File: src/rtl/hazard_ctrl_pipe.sv
// Purpose: carries decode control through D/E, E/M, M/W; resolves branch/jump in E; emits stall/flush/forward selects.
// Latency: D inputs reach E outputs after 1 edge, M after 2, W after 3; hazard outputs are combinational.
// Backpressure: a load-use hazard stalls F/D for one cycle and bubbles E; a taken control transfer flushes D and E and overrides the stall.
module hazard_ctrl_pipe #(
   parameter int REG_AW = 5
) (
   input  logic              clk,
   input  logic              rst,
   // decode-stage control bundle
   input  logic              RegWriteD,
   input  logic              MemWriteD,
   input  logic              ALUSrcD,
   input  logic              JalrD,
   input  logic              JumpD,
   input  logic              BranchD,
   input  logic [1:0]        ResultSrcD,
   input  logic [2:0]        ALUControlD,
   input  logic [2:0]        f3D,
   input  logic [REG_AW-1:0] Rs1D,
   input  logic [REG_AW-1:0] Rs2D,
   input  logic [REG_AW-1:0] RdD,
   // E-stage ALU flags from the subtraction
   input  logic              ZeroE,
   input  logic              SignE,
   // control transfer and hazard outputs
   output logic [1:0]        PCSrcE,
   output logic              StallF,
   output logic              StallD,
   output logic              FlushD,
   output logic              FlushE,
   output logic [1:0]        ForwardAE,
   output logic [1:0]        ForwardBE,
   // E stage
   output logic              RegWriteE,
   output logic              MemWriteE,
   output logic              ALUSrcE,
   output logic [1:0]        ResultSrcE,
   output logic [2:0]        ALUControlE,
   output logic [REG_AW-1:0] Rs1E,
   output logic [REG_AW-1:0] Rs2E,
   output logic [REG_AW-1:0] RdE,
   // M stage
   output logic              RegWriteM,
   output logic              MemWriteM,
   output logic [1:0]        ResultSrcM,
   output logic [REG_AW-1:0] RdM,
   // W stage
   output logic              RegWriteW,
   output logic [1:0]        ResultSrcW,
   output logic [REG_AW-1:0] RdW
);

   // result select encoding for loads (value comes from data memory)
   localparam logic [1:0] RES_MEM = 2'b01;

   // PCSrc encodings
   localparam logic [1:0] PC_PLUS4  = 2'b00;
   localparam logic [1:0] PC_TARGET = 2'b01;
   localparam logic [1:0] PC_ALU    = 2'b10;

   // forwarding select encodings
   localparam logic [1:0] FWD_RF = 2'b00;
   localparam logic [1:0] FWD_W  = 2'b01;
   localparam logic [1:0] FWD_M  = 2'b10;

   // E-stage fields that are consumed internally and not exported
   logic        jalr_e;
   logic        jump_e;
   logic        branch_e;
   logic [2:0]  f3_e;

   // hazard intermediates
   logic        branch_cond;
   logic        taken;
   logic        lw_stall;

   // D/E register: bubble on flush or reset, otherwise load every cycle (never stalled)
   always_ff @(posedge clk) begin
      if (rst || FlushE) begin
         RegWriteE   <= 1'b0;
         MemWriteE   <= 1'b0;
         ALUSrcE     <= 1'b0;
         ResultSrcE  <= 2'b00;
         ALUControlE <= 3'b000;
         jalr_e      <= 1'b0;
         jump_e      <= 1'b0;
         branch_e    <= 1'b0;
         f3_e        <= 3'b000;
         Rs1E        <= '0;
         Rs2E        <= '0;
         RdE         <= '0;
      end else begin
         RegWriteE   <= RegWriteD;
         MemWriteE   <= MemWriteD;
         ALUSrcE     <= ALUSrcD;
         ResultSrcE  <= ResultSrcD;
         ALUControlE <= ALUControlD;
         jalr_e      <= JalrD;
         jump_e      <= JumpD;
         branch_e    <= BranchD;
         f3_e        <= f3D;
         Rs1E        <= Rs1D;
         Rs2E        <= Rs2D;
         RdE         <= RdD;
      end
   end

   // E/M register: unconditional load, cleared only by reset
   always_ff @(posedge clk) begin
      if (rst) begin
         RegWriteM  <= 1'b0;
         MemWriteM  <= 1'b0;
         ResultSrcM <= 2'b00;
         RdM        <= '0;
      end else begin
         RegWriteM  <= RegWriteE;
         MemWriteM  <= MemWriteE;
         ResultSrcM <= ResultSrcE;
         RdM        <= RdE;
      end
   end

   // M/W register: unconditional load, cleared only by reset
   always_ff @(posedge clk) begin
      if (rst) begin
         RegWriteW  <= 1'b0;
         ResultSrcW <= 2'b00;
         RdW        <= '0;
      end else begin
         RegWriteW  <= RegWriteM;
         ResultSrcW <= ResultSrcM;
         RdW        <= RdM;
      end
   end

   // branch condition from funct3 and the E-stage subtraction flags
   always_comb begin
      branch_cond = 1'b0;
      case (f3_e)
         3'b000:  branch_cond = ZeroE;   // beq
         3'b001:  branch_cond = ~ZeroE;  // bne
         3'b100:  branch_cond = SignE;   // blt
         3'b101:  branch_cond = ~SignE;  // bge
         default: branch_cond = 1'b0;    // unsupported compare never taken
      endcase
   end

   // next-PC select: jalr beats jal beats conditional branch
   always_comb begin
      PCSrcE = PC_PLUS4;
      if (jalr_e) begin
         PCSrcE = PC_ALU;
      end else if (jump_e) begin
         PCSrcE = PC_TARGET;
      end else if (branch_e && branch_cond) begin
         PCSrcE = PC_TARGET;
      end
   end

   // stall/flush: a taken transfer wins over load-use so the target gets fetched
   always_comb begin
      taken    = (PCSrcE != PC_PLUS4);
      lw_stall = (ResultSrcE == RES_MEM) && (RdE != '0) &&
                 ((RdE == Rs1D) || (RdE == Rs2D));
      FlushD   = taken;
      FlushE   = taken | lw_stall;
      StallF   = lw_stall & ~taken;
      StallD   = lw_stall & ~taken;
   end

   // operand forwarding: the younger M result beats W; x0 never forwards
   always_comb begin
      ForwardAE = FWD_RF;
      ForwardBE = FWD_RF;
      if (RegWriteM && (RdM != '0) && (RdM == Rs1E)) begin
         ForwardAE = FWD_M;
      end else if (RegWriteW && (RdW != '0) && (RdW == Rs1E)) begin
         ForwardAE = FWD_W;
      end
      if (RegWriteM && (RdM != '0) && (RdM == Rs2E)) begin
         ForwardBE = FWD_M;
      end else if (RegWriteW && (RdW != '0) && (RdW == Rs2E)) begin
         ForwardBE = FWD_W;
      end
   end

endmodule

File: config.mk
export PLATFORM = sky130hd
export DESIGN_NAME = hazard_ctrl_pipe
export DESIGN_NICKNAME = d
export VERILOG_FILES = /design/src/rtl/hazard_ctrl_pipe.sv
export SDC_FILE = /design/constraint.sdc
export NUM_CORES = 1
export LEC_CHECK = 0
export BUFFER_PORTS_ARGS = -buffer_cell sky130_fd_sc_hd__buf_2
export CORE_ASPECT_RATIO = 1.2
export CORE_MARGIN = 4
export CORE_UTILIZATION = 52
export DETAILED_ROUTE_END_ITERATION = 8
export PLACE_DENSITY = 0.91
export SETUP_SLACK_MARGIN = 0.3
export SKIP_LAST_GASP = 1
export SLEW_MARGIN = 15
export SYNTH_ARGS = -nofsm -noshare
export SYNTH_HDL_FRONTEND = slang
export SYNTH_SLANG_ARGS = --single-unit
export TNS_END_PERCENT = 20
File: constraint.sdc
create_clock -name clk -period 5.1 [get_ports clk]
set_input_delay 1.02 -clock clk [delete_from_list [all_inputs] [get_ports clk]]
set_output_delay 1.02 -clock clk [all_outputs]
set_load 0.01 [all_outputs]
==> out/metrics.cfg, run 1 <==
[layout]
layout_common_cells = buf_2 (82), dfxtp_1 (46), inv_1 (29), a2111oi_2 (26), nor2b_1 (17)
syn2layout_area_growth_pct = 24.4
regArea_sq_um = 921
mostFrequentLayoutCell = buf_2
multi_input_area_sq_um = 1030
nNetsFinal = 305
fillers = 326
drive_gt1_share_pct = 45.8
diodes = 0

[synthesis]
synthAdderAreaFrac_pct = 0
synth-seq-cells = 46
synthSimpleGateAreaFrac_pct = 10.8
synth_area_leaders = dfxtp_1 (43%), a2111oi_2 (18%), xnor2_1 (6.6%), xor2_1 (6.2%), inv_1 (5.1%)
yosys.area.top_type = dfxtp_1
ys_types = 26
synthMuxAreaShare_pct = 0.469
synth_xor_area_share_pct = 12.7
ys_async_sr_fraction_pct = 0
synth_top_family_by_area = compound AO/OA/AOI/OAI gates
ys.warnings.count = 0
synth_compound_area_share_pct = 23.1
yosysSeqAreaShare_pct = 43.1
synth_ff_type = dfxtp_1
syn_nets = 229
yosysTopAreaCellShare_pct = 43.1
synth.avg_cell_area_sq_um = 10.9
synth.cell_area_sq_um = 2130
synth_edf_count = 0
synthCells = 196

[detailed_routing]
post_drt_wl_per_cell_um = 14.1
drt_wl_total_um = 4620
drtIter0Drc = 65
drtPass1Iterations = 4
ant_nets = 0
drc = 0
viasPerCell = 5.02
vias = 1640

[sta]
slew_viol_final = 0
period_needed_ps = 3110
layout_setup_ws_ps = 1990
worst_slew_pin_slew_ps = 1130
setup_tns_ps = 0
finalSetupViolations = 0
max_freq_mhz = 322
final_hold_viol_count = 0
relSlewSlack_pct = 24.9
worst_clock_skew_ps = 8.78
fin_crit_sh_pct = 60.9
rsz0062_at_grt = no

[setup_path]
path_cells = or4_1 -> o21ai_0 -> nor4_1 -> nor4_1 -> buf_2
worst_setup_path_end_kind = output port
cp_top_family = simple AND/OR/NAND/NOR gates
crit_top_cell = nor4_1
crit_slowest_cell = or4_1
crit_cells = 5
critPathLaunchType = register
crit_fanout = 5
path_buf_inv = 1
crit_arrival_ps = 2090
critical_path.max_stage_delay_ps = 520
required_ps = 4080
crit_type = reg2out
r2r_cells = 5

[grt]
grt_start_max_net_pins = 47
grt_pass1_wl_um = 7390
grt.total_usage_pct = 18.5
grt_pass1_vias = 1575
grt.overflow.total = 0
antenna_found_initial = 0

[floorplanning]
die_area_sq_um = 5200
initial_core_util_pct = 54.2
die_y_um = 78.2
ios = 83
placeableCoreArea_sq_um = 3940
rows = 25
die_w_um = 66.5

[run]
cap_viol_max_count = 0

[cts]
clkTransAtPathRegs_ps = 90
clock_insertion_delay_worst_skew_ps = 300
ctsHoldBuffers = 0
cts-htree-levels = 2
clock_path_buffers = 2
clock_sinks = 46
ctsResizeCount = 0
root_buffer = clkbuf_8
post_cts_buffers = 0
numCtsBuffers = 5
cts_tree = built

[placed_design]
pre_cts_ws_ps = 2020
gp_congestion = 0.845
port_buffers = 82
hpwl_um = 3480

[status]
status = complete, no violations

[power_and_ir_drop]
p_leak_uw = 0.00127
ir_drop_mv = 0.203
p_per_area_nw_per_um2 = 296

[min_path]
hold_path_class = reg2reg
min_path_cells = 1

==> worst paths after layout <==
kind,to,start,slack (ps)
worst min-delay path,RegWriteM$_SDFF_PP0_,RegWriteE$_SDFF_PP0_,460
worst min register to register,RegWriteM$_SDFF_PP0_,RegWriteE$_SDFF_PP0_,460
worst max register to register,Rs2E[2]$_SDFF_PP0_,RdE[1]$_SDFF_PP0_,3120
worst max-delay path,ForwardAE[0],RdM[1]$_SDFF_PP0_,1990
==> report_power, final <==
part           switching, uW  leakage [uW]  internal [uW]
registers               20.6      0.000378            382
clock network            121     0.0000441           96.3
logic                   94.4      0.000850           71.3
total                    236       0.00127            549
==> cells in the mapped netlist (all sizes together), types with 2 or more instances <==
cell type,number
dfxtp,46
a2111oi,29
inv,29
nor2b,17
xnor2,16
xor2,15
buf,9
clkbuf,7
or4,5
nand3,4
nor4,4
nor2,3
o21ai,3
nand2,2
==> per-stage QoR <==
stage	instance area (sq um)	cells	power [uW]	hold slack [ps]	util [%]
after detailed placement	2560	319	579	452	65.1
after global routing	2660	327	824	487	67.4
after global placement	2560	319	575	445	65.1
after CTS	2660	327	793	469	67.4
after floorplan	2130	196	523	492	-
final	2660	327	786	464	67.4
==> per-layer routing <==
layer | part of all wire [%] | vias up | track usage, %
met5 | 0 | - | 0
met4 | 1.7 | 0 | 5.89
met3 | 8.4 | 7 | 6.01
met2 | 52 | 63 | 31.3
met1 | 38 | 745 | 21.9
li1 | - | 825 | -
==> flip-flops by register name, summed over array words and instances, names as in the netlist <==
name / cells
ALUControlE: 3
ALUSrcE: 1
MemWriteE: 1
MemWriteM: 1
RdE: 5
RdM: 5
RdW: 5
RegWriteE: 1
RegWriteM: 1
RegWriteW: 1
ResultSrcE: 2
ResultSrcM: 2
ResultSrcW: 2
Rs1E: 5
Rs2E: 5
branch_e: 1
f3_e: 3
jalr_e: 1
jump_e: 1
==> cell type report <==
type / instances / area share [%]
tap: 54 / 2.54
clock buffer: 5 / 2.59
inverter: 29 / 4.10
timing repair buffer: 85 / 16.3
clock inverter: 3 / 0.801
multi-input combinational: 105 / 39.0
sequential: 46 / 34.7
==> logic make-up (layout without fill, tap and decap cells) <==
group | count (synthesis) | after routing
simple gates | 38 | 38
compound gates | 35 | 35
flops | 46 | 46
buf+inv | 45 | 122
mux | 1 | 1
xor+xnor | 31 | 31
(Power assumes the default switching activity.)
==> run 2: changes to the inputs <==
- CORE_UTILIZATION: 52 -> 44
- PLACE_DENSITY: 0.91 -> 0.83
- clock period: 5.1 -> 2.7 ns (I/O delays scaled with it)
==> run 2 against run 1 <==
  * Sequential share of layout area is 0.89 points lower
  * Count of clock-buffer cells in the layout stayed put
  * Largest cell class unchanged
  * Largest power group unchanged
  * Critical path type unchanged
  * Flip-flop and latch count stayed put
  * Clock power is 130% higher
  * Global-route usage is 1.8 points lower
  * Worst setup slack worse by 1700 ps
  * Final cell count is 2.8% higher
  * Utilization is 8.2 points lower
  * Critical path depth stayed put
  * Sequential power is 89% higher
  * Wire length is 4.3% higher
==> out/metrics.cfg, run 2 (synthesis gave the netlist of run 1 again) <==
[sta]
worst_clock_skew_ps = 2.38
setup_tns_ps = 0
final_hold_viol_count = 0
worst_slew_pin_slew_ps = 604
rsz0062_at_grt = yes
max_freq_mhz = 414
finalSetupViolations = 0
relSlewSlack_pct = 59.7
fin_crit_sh_pct = 89.4
slew_viol_final = 0
period_needed_ps = 2410

[layout]
fin_cells = 336
layout_common_cells = buf_2 (82), dfxtp_1 (42), inv_1 (29), a2111oi_2 (26), nor2b_1 (17)
diodes = 0
nNetsFinal = 310
syn2layout_area_growth_pct = 28.4
mostFrequentLayoutCell = buf_2
fin_util_pct = 59.2
drive_gt1_share_pct = 48.6

[grt]
grt.total_usage_pct = 16.7
grt_pass1_vias = 1680
grt_start_max_net_pins = 30
grt_pass1_wl_um = 8140
antenna_found_initial = 0
grt.overflow.total = 0

[setup_path]
crit_fanout = 3
required_ps = 2160
r2r-start = RdE[1]$_SDFF_PP0_
crit_arrival_ps = 1870
crit_type = reg2out
r2r_cells = 5
critPathLaunchType = register
rrSetupSlack_ps = 620
worst_setup_path_end_kind = output port
timing.rr.end = Rs2E[2]$_SDFF_PP0_

[detailed_routing]
drc = 0
ant_nets = 0
drtIter0Drc = 41
viasPerCell = 4.94
post_drt_wl_per_cell_um = 14.3
drt_wl_total_um = 4820
vias = 1661
drtPass1Iterations = 2

[min_path]
hold_path_class = reg2reg
worstHoldStart = ResultSrcM[1]$_SDFF_PP0_
min_path_cells = 1
min_to = ResultSrcW[1]$_SDFF_PP0_

[power_and_ir_drop]
p_leak_uw = 0.00132
power_switching_uw = 447
p_per_area_nw_per_um2 = 577
power.internal_uw = 1130
ir_drop_mv = 0.400
p_sw_share_pct = 28.3
seqPwrFrac_pct = 48.0
finalPower_uw = 1580
clock_power_share_pct = 31.5
combinationalPowerShare_pct = 20.4

[cts]
cts_tree = built
clock_path_buffers = 2
cts-htree-levels = 2
clock_insertion_delay_worst_skew_ps = 290
numCtsBuffers = 5
clock_sinks = 46
clkTransAtPathRegs_ps = 80
ctsHoldBuffers = 0
root_buffer = clkbuf_8

[placed_design]
port_buffers = 82
placed_cells = 324
gp_congestion = 0.775
hpwl_um = 3620

[floorplanning]
ios = 83
rows = 27
placeableCoreArea_sq_um = 4630
initial_core_util_pct = 46.1
die_y_um = 84.3
die_w_um = 71.6
die_area_sq_um = 6030

[status]
status = complete, no violations

[run]
cap_viol_max_count = 0

run 2: layout make-up:
cell class / count / area, sq um
sequential: 46 / 926
fill: 399 / 1890
clock inverter: 3 / 40.0
timing repair buffer: 90 / 483
multi-input combinational: 105 / 1040
tap: 58 / 72.6
clock buffer: 5 / 68.8
inverter: 29 / 109
run 2: worst max-delay path by stage:
stage | from | endpoint
5_1_grt | RdM[1]$_SDFF_PP0_ | ForwardBE[0]
2_1_floorplan | SignE | StallF
4_1_cts | RdW[4]$_SDFF_PP0_ | ForwardAE[0]
6_report | RdW[4]$_SDFF_PP0_ | ForwardAE[0]
3_5_place_dp | SignE | StallF
3_3_place_gp | SignE | StallD
run 2: power by group through the flow:
stage | Combinational, uW | Sequential, uW | Clock (uW)
finish | 323 | 760 | 498
global route | 352 | 768 | 533
CTS | 327 | 761 | 511
detailed placement | 321 | 777 | 0
global placement | 315 | 777 | 0
floorplan | 201 | 786 | 0
run 2: stage by stage:
step	setup WS [ps]	hold slack (ps)	area [sq um]
global placement	482	438	2590
finish	287	469	2740
global route	200	475	2740
CTS	295	465	2730
detailed placement	470	460	2590
floorplan	344	492	2130
run 2: what timing repair did:
item | 4_1_cts | 5_1_grt
setup endpoints to repair | 2 | 5
buffers inserted | 4 | 0
pin swaps | 3 | 0
resized for setup | 5 | 1
run 2: layer usage:
layer	share of wire [%]	track usage (%)	vias to the layer above
li1	-	-	829
met4	2.2	6.84	0
met5	0	0	-
met2	50	27.3	59
met1	40	20.2	762
met3	7.7	4.91	11
run 2: worst max-delay path, cell delays in order (launching register included):
cell and delay [ps]:
dfxtp_2 340, buf_4 140, xor2_1 140, or4_1 530, nor4_2 270, buf_2 170
==> run 3: changes to the inputs <==
- GPL_TIMING_DRIVEN: unset -> 0
==> run 3 against run 2 <==
  * Sequential power barely moved
  * Critical endpoint is now StallF
  * Critical path type unchanged
  * Count of clock-buffer cells in the layout did not move
  * Utilization rose by 3.0 points
  * Global-route usage rose by 0.61 points
  * Total power rose by 3.0%
  * Worst setup slack got worse by 39 ps
  * Wire length rose by 7.0%
  * Critical path depth rose by 2
==> out/metrics.cfg, run 3 (synthesis gave the netlist of run 1 again) <==
[status]
status = complete, no violations

[detailed_routing]
vias = 1749
drt_wl_total_um = 5160
viasPerCell = 4.97
ant_nets = 0
drc = 0
drtIter0Drc = 51
drtPass1Iterations = 4
post_drt_wl_per_cell_um = 14.7

[cts]
ctsHoldBuffers = 0
cts-htree-levels = 2
clock_path_buffers = 2
cts_tree = built
numCtsBuffers = 5
root_buffer = clkbuf_8
clock_insertion_delay_worst_skew_ps = 300
clock_sinks = 46
clkTransAtPathRegs_ps = 90

[setup_path]
critPathLaunchType = register
required_ps = 2160
timing.rr.end = Rs2E[2]$_SDFF_PP0_
crit_fanout = 4
crit_arrival_ps = 1910
crit_top_cell = buf_6
crit_slowest_cell = or4_4
worst_setup_path_end_kind = output port
crit_type = reg2out
path_cells = or4_4 -> nor2_4 -> nor3b_4 -> buf_6 -> and3b_1 -> buf_4 -> buf_6
critical_path.max_stage_delay_ps = 540
r2r-start = RdE[2]$_SDFF_PP0_
rrSetupSlack_ps = 810
cp_top_family = simple AND/OR/NAND/NOR gates
path_buf_inv = 3
r2r_cells = 5

[sta]
period_needed_ps = 2450
slew_viol_final = 0
rsz0062_at_grt = yes
layout_setup_ws_ps = 248
worst_slew_pin_slew_ps = 706
fin_crit_sh_pct = 90.8
finalSetupViolations = 0
worst_clock_skew_ps = 5.14
setup_tns_ps = 0
max_freq_mhz = 408
holdWs_ps = 454
final_hold_viol_count = 0
relSlewSlack_pct = 53.0

[layout]
stdcell_area_sq_um = 2880
layout_common_cells = buf_2 (82), dfxtp_1 (39), inv_1 (29), a2111oi_2 (26), nor2b_1 (17)
syn2layout_area_growth_pct = 34.8
drive_gt1_share_pct = 52.0
nNetsFinal = 326
diodes = 0
mostFrequentLayoutCell = buf_2

[min_path]
min_to = RdE[2]$_SDFF_PP0_
worstHoldStart = RdD[2]
hold_path_class = in2reg
min_path_cells = 3

[grt]
grt_start_max_net_pins = 16
antenna_found_initial = 0
grt_pass1_wl_um = 8340
grt.overflow.total = 0
grt_pass1_vias = 1845
grt.total_usage_pct = 17.3

[placed_design]
pre_cts_ws_ps = 24.9
port_buffers = 81
gp_congestion = 0.835
placed_area_sq_um = 2610
hpwl_um = 3870

[power_and_ir_drop]
ir_drop_mv = 0.365
p_leak_uw = 0.00139
finalPower_uw = 1630
p_per_area_nw_per_um2 = 566

[floorplanning]
placeableCoreArea_sq_um = 4630
die_y_um = 84.3
die_area_sq_um = 6030
die_w_um = 71.6
ios = 83
initial_core_util_pct = 46.1
rows = 27

[run]
cap_viol_max_count = 0

## run 3: changes by cell type in the layout (fill, tap and decap cells not counted), sizes merged
cell | before | now
clkinv | 2 | 1
buf | 90 | 99
clkbuf | 5 | 12
inv | 29 | 30
## run 3: report_power, final
part / switching [uW] / internal, uW / leakage (uW)
Combinational: 194 / 162 / 0.000946
Sequential: 38.9 / 718 / 0.000383
Clock: 238 / 277 / 0.0000585
Total: 470 / 1160 / 0.00139
## run 3: final cells by class
type	count	area [sq um]
inverters	29	109
clock buffers	5	68.8
fillers	369	1750
repair buffers	90	479
multi-input cells	105	1050
well taps	58	72.6
flip-flops and latches	46	945
plain buffers	16	106
clock inverters	3	43.8
## run 3: worst register-to-register path, stage by stage, from the launching register on
cell and delay [ps]:
dfxtp_4 350, or4_4 540, nor2_4 130, nor3b_4 60, buf_4 150, a2111oi_0 500
## run 3: what timing repair did
item                       4_1_cts  5_1_grt
buffers inserted                 9        0
setup endpoints to repair        6        5
resized for setup               15       13
pin swaps                        4        5
## run 3: stage by stage
| stage | instances | utilization, % |
|---|---|---|
| after global placement | 335 | 56.4 |
| after global routing | 352 | 62.2 |
| after detailed placement | 335 | 56.4 |
| after CTS | 352 | 61.3 |
| after floorplan | 196 | - |
| final | 352 | 62.2 |
## run 3: worst max-delay path by stage
stage / from / cells past startpoint / endpoint
floorplan: SignE / 6 / StallF
global placement: SignE / 8 / StallF
detailed placement: SignE / 8 / StallF
CTS: RdE[2]$_SDFF_PP0_ / 7 / StallF
global route: RdE[2]$_SDFF_PP0_ / 7 / StallF
finish: RdE[2]$_SDFF_PP0_ / 7 / StallF
## run 3: routing by layer
layer | routed length [um] | part of all wire [%] | track usage (%)
met5 | 0 | 0 | 0
met4 | 172 | 3.3 | 9.23
met3 | 394 | 7.6 | 4.55
met2 | 2580 | 50 | 29.3
met1 | 2010 | 39 | 19.4
